--- src/rtl/io_input_conditioner.sv ---
// io_input_conditioner: synchronises, debounces and edge-detects board switches and buttons.
// Define IOCOND_SW_DEBOUNCE_EN to debounce switches as well; otherwise switches are only synchronised.
module io_input_conditioner #(
  parameter int SW_WIDTH       = 18,
  parameter int BTN_WIDTH      = 4,
  parameter int TICK_CYCLES    = 50000,
  parameter int DB_TICKS       = 10,
  parameter bit BTN_ACTIVE_LOW = 1'b1
) (
  input  logic                 i_clk,
  input  logic                 i_rst_n,
  input  logic [SW_WIDTH-1:0]  i_sw_raw,
  input  logic [BTN_WIDTH-1:0] i_btn_raw,
  output logic [31:0]          o_io_sw,
  output logic [BTN_WIDTH-1:0] o_io_btn,
  output logic [BTN_WIDTH-1:0] o_btn_press,
  output logic                 o_tick
);

  localparam int                   PC_W     = $clog2(TICK_CYCLES);
  localparam int                   DC_W     = $clog2(DB_TICKS + 1);
  localparam logic [PC_W-1:0]      PC_MAX   = PC_W'(TICK_CYCLES - 1);
  localparam logic [DC_W-1:0]      DC_MAX   = DC_W'(DB_TICKS - 1);
  localparam logic [BTN_WIDTH-1:0] BTN_IDLE = {BTN_WIDTH{BTN_ACTIVE_LOW}};

  // One debouncer step for a single bit; returns {stable, dc}.
  function automatic logic [DC_W:0] db_step(input logic s, input logic stable,
                                            input logic [DC_W-1:0] dc, input logic tick);
    logic [DC_W:0] r;
    r = {stable, dc};
    if (s == stable) begin
      r = {stable, {DC_W{1'b0}}};
    end else if (tick) begin
      if (dc == DC_MAX) r = {s, {DC_W{1'b0}}};
      else              r = {stable, dc + DC_W'(1)};
    end
    return r;
  endfunction

  logic [SW_WIDTH-1:0]  sw_meta_q, sw_meta_d, sw_sync_q, sw_sync_d;
  logic [BTN_WIDTH-1:0] btn_meta_q, btn_meta_d, btn_sync_q, btn_sync_d;
  logic [BTN_WIDTH-1:0] btn_s;
  logic [PC_W-1:0]      pc_q, pc_d;
  logic                 tick_q, tick_d;
  logic [BTN_WIDTH-1:0] btn_stable_q, btn_stable_d;
  logic [DC_W-1:0]      btn_dc_q [BTN_WIDTH];
  logic [DC_W-1:0]      btn_dc_d [BTN_WIDTH];
  logic [BTN_WIDTH-1:0] press_q, press_d;
  logic [SW_WIDTH-1:0]  sw_out;

  always_comb begin
    sw_meta_d  = i_sw_raw;
    sw_sync_d  = sw_meta_q;
    btn_meta_d = i_btn_raw;
    btn_sync_d = btn_meta_q;
    // XOR with the idle level makes 1 mean "pressed" for either pad polarity.
    btn_s      = btn_sync_q ^ BTN_IDLE;
    tick_d     = (pc_q == PC_MAX);
    pc_d       = tick_d ? '0 : pc_q + PC_W'(1);
    btn_stable_d = btn_stable_q;
    for (int i = 0; i < BTN_WIDTH; i++) begin
      btn_dc_d[i] = btn_dc_q[i];
      {btn_stable_d[i], btn_dc_d[i]} = db_step(btn_s[i], btn_stable_q[i], btn_dc_q[i], tick_q);
    end
    press_d = btn_stable_d & ~btn_stable_q;
  end

  always_ff @(posedge i_clk or negedge i_rst_n) begin
    if (!i_rst_n) begin
      sw_meta_q    <= '0;
      sw_sync_q    <= '0;
      btn_meta_q   <= BTN_IDLE;
      btn_sync_q   <= BTN_IDLE;
      pc_q         <= '0;
      tick_q       <= 1'b0;
      btn_stable_q <= '0;
      press_q      <= '0;
      for (int i = 0; i < BTN_WIDTH; i++) btn_dc_q[i] <= '0;
    end else begin
      sw_meta_q    <= sw_meta_d;
      sw_sync_q    <= sw_sync_d;
      btn_meta_q   <= btn_meta_d;
      btn_sync_q   <= btn_sync_d;
      pc_q         <= pc_d;
      tick_q       <= tick_d;
      btn_stable_q <= btn_stable_d;
      press_q      <= press_d;
      for (int i = 0; i < BTN_WIDTH; i++) btn_dc_q[i] <= btn_dc_d[i];
    end
  end

`ifdef IOCOND_SW_DEBOUNCE_EN
  logic [SW_WIDTH-1:0] sw_stable_q, sw_stable_d;
  logic [DC_W-1:0]     sw_dc_q [SW_WIDTH];
  logic [DC_W-1:0]     sw_dc_d [SW_WIDTH];

  always_comb begin
    sw_stable_d = sw_stable_q;
    for (int i = 0; i < SW_WIDTH; i++) begin
      sw_dc_d[i] = sw_dc_q[i];
      {sw_stable_d[i], sw_dc_d[i]} = db_step(sw_sync_q[i], sw_stable_q[i], sw_dc_q[i], tick_q);
    end
  end

  always_ff @(posedge i_clk or negedge i_rst_n) begin
    if (!i_rst_n) begin
      sw_stable_q <= '0;
      for (int i = 0; i < SW_WIDTH; i++) sw_dc_q[i] <= '0;
    end else begin
      sw_stable_q <= sw_stable_d;
      for (int i = 0; i < SW_WIDTH; i++) sw_dc_q[i] <= sw_dc_d[i];
    end
  end

  assign sw_out = sw_stable_q;
`else
  assign sw_out = sw_sync_q;
`endif

  assign o_io_sw     = 32'(sw_out);
  assign o_io_btn    = btn_stable_q;
  assign o_btn_press = press_q;
  assign o_tick      = tick_q;

endmodule

--- config.mk ---
export PLATFORM = sky130hd
export DESIGN_NAME = io_input_conditioner
export DESIGN_NICKNAME = d
export VERILOG_FILES = /design/src/rtl/io_input_conditioner.sv
export SDC_FILE = /design/constraint.sdc
export NUM_CORES = 1
export LEC_CHECK = 0
export BUFFER_PORTS_ARGS = -buffer_cell sky130_fd_sc_hd__buf_2
export CAP_MARGIN = 20
export CORE_ASPECT_RATIO = 1.4
export CORE_MARGIN = 3
export CORE_UTILIZATION = 58
export CTS_CLUSTER_DIAMETER = 60
export DETAILED_ROUTE_END_ITERATION = 8
export GPL_ROUTABILITY_DRIVEN = 0
export PLACE_DENSITY_LB_ADDON = 0.2
export SYNTH_ARGS = -nofsm -noshare
export SYNTH_HDL_FRONTEND = slang
export SYNTH_SLANG_ARGS = --single-unit
--- constraint.sdc ---
create_clock -name i_clk -period 3.56 [get_ports i_clk]
set_input_delay 0.178 -clock i_clk [delete_from_list [all_inputs] [get_ports i_clk]]
set_output_delay 0.178 -clock i_clk [all_outputs]
set_load 0.02 [all_outputs]
# Word level (Yosys, flattened, before mapping)
# Cells that the tools add are included.
totals:
  ff_bits: 85
  in_bits: 24
  out_inout_bits: 41
  elab_cells: 46
classes:
  n_addsub: 5
  n_eq_ne: 9
  muxes: 13
  bitwise_logic: 3
  reduce_logical: 4
op_table:
  columns: ["op", "n"]
  rows:
  - ["$mux 5", 12]
  - ["$add 16x1->16 const B", 1]
  - ["$add 4x1->4 const B", 4]
  - ["$eq 16x16->1 const B", 1]
  - ["$eq 4x4->1 const B", 4]
  - ["$mux 16", 1]
  - ["$not 4->4", 2]
  - ["$reduce_bool 2->1", 4]
  - ["$and 4x4->4", 1]
  - ["$eq 1x1->1", 4]

# Depth between registers and ports, before layout
# Gate-level depths: netlist (run 1).
depth:
  depth_word: 5
  ltp_mapped: 6
  depth_no_buf: 6

# Worst setup path before layout (run 1)
# No wires, ideal clock.
synth_timing:
  path_type: "register to register"
  start: "reg pc_q[10]"
  end: "reg pc_q[9]"
  setup_time_ps: 121
  arrival_time_ps: 1648
  path_slack_ps: 1791
  path_stages_with_launch: 5
  cell_sequence: "dfrtp_1 -> or4b_4 -> nor4_4 -> o21ai_1 -> a22o_1"
synth_between:
  elab_chain_len: 2
synth_lines:
  columns: ["item", "line", "source"]
  rows:
  - ["start: declaration", "43", "logic [PC_W-1:0] pc_q, pc_d;"]
  - ["start signal: assignment", "84", "pc_q <= pc_d;"]
  - ["$eq 16x16->1", "58", "tick_d = (pc_q == PC_MAX);"]
  - ["net tick_d", "44", "logic tick_q, tick_d;"]
  - ["$mux 16", "59", "pc_d = tick_d ? '0 : pc_q + PC_W'(1);"]
  - ["net pc_d[9]", "43", null]
# The timed path passes the listed nets, and every way through them passes these cells.
# A chain may end at the register's enable or synchronous reset.

# Worst setup path after layout (run 1)
layout_timing:
  start: "reg pc_q[0]"
  end: "reg pc_q[9]"
# Same word-level chain as after synthesis.

==> flow_summary.ini, run 1 <==
[sta]
fin_crit_ns = 2.01
relSlewSlack_pct = 42.1
finalCritPeriodShare_pct = 56.4
setup_viol = 0
finalHoldViolations = 0
tightest_slew_ns = 0.869
max_freq_mhz = 498
fin_setup_tns_ns = 0
slew_violations = 0
rsz0062_at_grt = false
fin_skew_ns = 0.0131

[placement]
io_buffers = 50
dp_hpwl_mm = 3.66
placed_cell_area_um2 = 3630

[synth]
synth_top_area_cell = dfrtp_1
synth.top_cell.area_share_pct = 57.3
synth_warnings = 0
ys_ff_latch = 85
synthTopCellsByArea = dfrtp_1, dfstp_2, ha_1, buf_4, a21boi_0
synth_seq_area_share_pct = 63.5
syn_inst = 264
synth_cell_types = 34
synth_area_um2 = 3360
avgSynthCellArea_um2 = 12.7

[route]
vias = 2156
drtAntennaViolNets = 0
viasPerCell = 5.16
drt-initial-drc-count = 71
drc = 0
wl_mm = 5.81
wl_per_cell_um = 13.9
drtPass1Iterations = 4

[die]
rows = 32
pin_count = 65
die_area_um2 = 6760
core_area_um2 = 5570
die_y_um = 96.1
start_util_pct = 60.5
fp.dieW_um = 70.4

[final_layout]
final_nets = 382
drive_gt1_share_pct = 22.3
syn2layout_area_growth_pct = 21.0
diodes = 0
multi_input_area_um2 = 1120
ff_latch_area_um2 = 2140
nFillCells = 384
final_cell_area_um2 = 4070

[setup_path]
slowest_delay_ns = 0.63
endpoint_kind = flip-flop
crit_type = reg -> reg
r2r_setup_slack_ns = 1.55
critical_path_required_ns = 3.79
rr_worst_depth = 5
worst_r2r_startpoint = pc_q[0]
startpoint = pc_q[0]
slowest_stage = nor4_4
arrival_ns = 2.24
rr_endpoint = pc_q[9]
crit_path_end = pc_q[9]
cp_cell_sequence = ha_1 > nand3_1 > nor4_4 > o21ai_1 > a22o_1
crit_fanout = 10
cp-start-kind = flip-flop

[job]
maxCapViolations = 0

[clock_tree]
clkSinkCount = 85
clockBufferDepth = 2
htree_levels = 3
cts_root_buf = clkbuf_8
cts_tree = done
clk_latency_ns = 0.35
postCtsHoldBufs = 22
cts_buffers = 9
clk_pin_slew_ns = 0.09
cts_resized = 0
post_cts_buffers = 0

[global_route]
grt_overflow_total = 0
grt_pass1_vias = 2184
grt_start_max_net_pins = 86
antenna_found_initial = 0
grt_pass1_wl_mm = 10.1
grt_use_total_pct = 19.5

[outcome]
status = complete, no violations

[pwr]
p_leak_nw = 1.98
p_per_area_nw_per_um2 = 422
irDropWorstVdd_uv = 497

[hold_path]
min_path_type = in -> async
where the power goes:
part / leakage, nW / total (mW) / internal [mW] / switching [mW]
Sequential: 1.06 / 1.00 / 0.993 / 0.00778
Combinational: 0.822 / 0.100 / 0.0402 / 0.0599
Clock: 0.0906 / 0.619 / 0.262 / 0.357
Total: 1.98 / 1.72 / 1.30 / 0.425
cell usage after synthesis:
| master | number |
|---|---|
| o21ai_0 | 14 |
| conb_1 | 1 |
| nor4_1 | 3 |
| mux2i_1 | 6 |
| nor3b_1 | 2 |
| nor4_4 | 1 |
| and2b_2 | 1 |
| nor2b_1 | 11 |
| dfrtp_1 | 77 |
| buf_4 | 14 |
| nand2_1 | 15 |
| o21a_1 | 2 |
| and4b_1 | 4 |
| nand3_1 | 6 |
| nand4_1 | 4 |
| or3_1 | 4 |
| nor4b_1 | 4 |
| o21ai_1 | 1 |
| clkbuf_1 | 3 |
| xor2_1 | 6 |
| dfstp_2 | 8 |
| a21o_1 | 4 |
| inv_1 | 10 |
| ha_1 | 13 |
| nor3_1 | 4 |
| or4bb_1 | 2 |
| xnor2_1 | 5 |
| nor2_1 | 15 |
| a21boi_0 | 10 |
| or4b_4 | 1 |
| a22o_1 | 1 |
| nand4b_1 | 4 |
| and3b_1 | 4 |
| a21oi_1 | 4 |
layout make-up:
type,count,area share [%]
tap,68,2.09
multi-input combinational,165,27.6
timing repair buffer,74,12.5
clock buffer,9,3.04
inverter,10,0.922
clock inverter,7,1.38
sequential,85,52.5
worst min path at each step:
stage / endpoint / cells after the start
floorplan: btn_dc_q[0] / 0
global placement: btn_meta_q[3] / 1
detailed placement: btn_meta_q[0] / 1
CTS: sw_out[6] / 1
global route: sw_out[6] / 2
finish: sw_out[6] / 2
state kept, by name (all words and copies together) (netlist names):
register,cells
pc_q,16
btn_dc_q,16
o_btn_press,4
btn_meta_q,4
o_io_btn,4
o_tick,1
sw_out,18
btn_sync_q,4
sw_meta_q,18
worst max-delay path, delay by kind of cell, from the launching register on:
family | cells | cell delay (ns)
and+or+nand+nor | 2 | 0.95
AOI/OAI and AO/OA | 2 | 0.34
DFF | 1 | 0.40
adders and majority gates | 1 | 0.21
cell families (layout without fill, tap and decap cells):
| family | after synthesis | count (layout) | synth area share (%) |
|---|---|---|---|
| compound gates | 36 | 36 | 6.66 |
| fa+ha+maj | 13 | 13 | 4.83 |
| other cells | 1 | 14 | 0.111 |
| xor+xnor | 11 | 11 | 2.86 |
| mux | 6 | 6 | 1.79 |
| simple gates | 85 | 85 | 15.7 |
| flops | 85 | 85 | 63.5 |
| buf+inv | 27 | 100 | 4.57 |
layout by cell type, fill, tap and decap left out, types with 5 or more instances in the layout:
master	instances
nor2_1	15
clkbuf_8	9
nand3_1	6
ha_1	13
xor2_1	6
nor2b_1	11
conb_1	14
nand2_1	15
o21ai_0	14
a21boi_0	10
buf_2	49
dfrtp_1	77
inv_1	10
mux2i_1	6
dfstp_2	8
xnor2_1	5
dlygate4sd3_1	23
per-stage QoR:
step	setup WS, ns	hold slack, ns	power [mW]	util, %	cells
2_1_floorplan	1.79	-0.118	1.06	-	277
3_3_place_gp	1.65	0.283	1.09	65.3	378
3_5_place_dp	1.60	0.284	1.10	65.3	378
4_1_cts	1.57	0.0357	1.73	72.5	416
5_1_grt	1.41	0.350	1.79	73.2	418
6_report	1.55	0.324	1.72	73.2	418
layer usage:
layer / share of wire [%] / GRT usage, % / vias to the layer above
li1: - / - / 1040
met1: 38 / 21.6 / 1065
met2: 55 / 33.9 / 39
met3: 4.1 / 5.43 / 12
met4: 2.5 / 10.7 / 0
met5: 0 / 0 / -
(Power assumes the default switching activity.)
==> run 2, diff against run 1 <==
CORE_UTILIZATION = 49   (was 58)
clock period = 1.8 ns   (was 3.56 ns; I/O delays follow)
==> run 2 against run 1 <==
Sequential share of layout area is 1.5 points lower. Critical path depth is 1 lower. Global-route usage is 3.5 points lower. Design area is 2.9% higher. Fmax is 19% higher. Sequential power is 98% higher. Cell count is 8.6% higher. Critical path type unchanged. Highest routed layer unchanged.
==> flow_summary.ini, run 2 (synthesis results as in run 1) <==
[setup_path]
endpoint_kind = flip-flop
cp-start-kind = flip-flop
arrival_ns = 1.93
critical_path_required_ns = 2.03
crit_fanout = 4
crit_type = reg -> reg

[final_layout]
final_nets = 394
nFillCells = 533
ff_latch_area_um2 = 2140
layout_common_cells = dfrtp_1, buf_2, dlygate4sd3_1
drive_gt1_share_pct = 24.9
syn2layout_area_growth_pct = 24.6
multi_input_area_um2 = 1130
final_common_cell = dfrtp_1
diodes = 0

[sta]
fin_skew_ns = 0.0104
rsz0062_at_grt = false
fin_crit_ns = 1.69
setup_ws_ns = 0.109
setup_viol = 0
finalHoldViolations = 0
max_freq_mhz = 592
finalCritPeriodShare_pct = 93.9
fin_setup_tns_ns = 0
slew_violations = 0

[route]
drtAntennaViolNets = 0
wl_mm = 5.70
vias = 2182
drt-initial-drc-count = 88
wl_per_cell_um = 12.6
drc = 0
drtPass1Iterations = 4
viasPerCell = 4.81

[outcome]
status = complete, no violations

[clock_tree]
clk_latency_ns = 0.35
clk_pin_slew_ns = 0.10
clockBufferDepth = 2
cts_root_buf = clkbuf_8
post_cts_buffers = 0
clkSinkCount = 85
cts_buffers = 9
cts_tree = done
htree_levels = 3

[die]
rows = 35
die_area_um2 = 7910
pin_count = 65
core_area_um2 = 6610
fp.dieW_um = 76.0
start_util_pct = 50.9
die_y_um = 104

[placement]
place_worst_setup_slack_ns = 0.111
io_buffers = 50
dp_hpwl_mm = 3.93

[hold_path]
min_path_type = in -> async

[job]
maxCapViolations = 0

[pwr]
p_leak_nw = 2.03
irDropWorstVdd_uv = 747
p_per_area_nw_per_um2 = 811

[global_route]
grt_pass1_wl_mm = 9.94
grt_use_total_pct = 16.0
grt_overflow_total = 0
antenna_found_initial = 0
grt_start_max_net_pins = 36
grt_pass1_vias = 2155
## run 2: metal layers
layer / share of wire (%) / GRT usage [%] / routed length, um
met1: 42 / 18.0 / 2370
met2: 52 / 27.3 / 2970
met3: 3.5 / 4.85 / 199
met4: 2.7 / 8.29 / 155
met5: 0 / 0 / 0
## run 2: what timing repair did
item,CTS,global route
endpoints found under the setup margin,0,1
hold buffers,23,0
endpoints found under the hold margin,50,0
resized for setup,0,1
## run 2: worst max-delay path, stage by stage, from the launching register on
cell and delay [ns]:
dfrtp_1 0.41, or4b_4 0.56, nor4_4 0.33, o21ai_1 0.11, a22o_1 0.18
## run 2: metrics by stage
| step | instances | power [mW] | util [%] | hold slack [ns] | instance area (um2) |
|---|---|---|---|---|---|
| 3_3_place_gp | 415 | 2.17 | 57.1 | 0.0715 | 3770 |
| 2_1_floorplan | 277 | 2.10 | - | -0.206 | 3410 |
| 3_5_place_dp | 415 | 2.18 | 57.1 | 0.0727 | 3770 |
| 5_1_grt | 454 | 3.57 | 63.4 | 0.262 | 4190 |
| 6_report | 454 | 3.40 | 63.4 | 0.226 | 4190 |
| 4_1_cts | 454 | 3.45 | 63.3 | 0.221 | 4190 |
## run 2: path summary, 6_finish.rpt
kind | startpoint | end | slack, ns | depth (start not counted)
max in group asynchronous | i_rst_n | sw_meta_q[13] | 0.93 | 3
min in group i_clk | sw_meta_q[8] | sw_out[8] | 0.35 | 0
hold / removal | i_rst_n | sw_out[6] | 0.23 | 2
hold reg to reg | sw_meta_q[8] | sw_out[8] | 0.35 | 0
setup reg to reg | pc_q[10] | pc_q[9] | 0.11 | 4
setup / recovery | pc_q[10] | pc_q[9] | 0.11 | 4
## run 2: cell type report
class	count	share of cell area, %
Sequential cell	85	51.0
Multi-Input combinational cell	165	26.9
Timing Repair Buffer	86	14.1
Clock buffer	10	3.04
Tap cell	92	2.75
Clock inverter	6	1.28
Inverter	10	0.896
## run 2: power by group
group | switching (mW) | total (mW) | leakage, nW | internal (mW)
registers | 0.0136 | 1.98 | 1.06 | 1.96
clock network | 0.697 | 1.23 | 0.0898 | 0.529
logic | 0.119 | 0.198 | 0.879 | 0.0790
total | 0.829 | 3.40 | 2.03 | 2.57
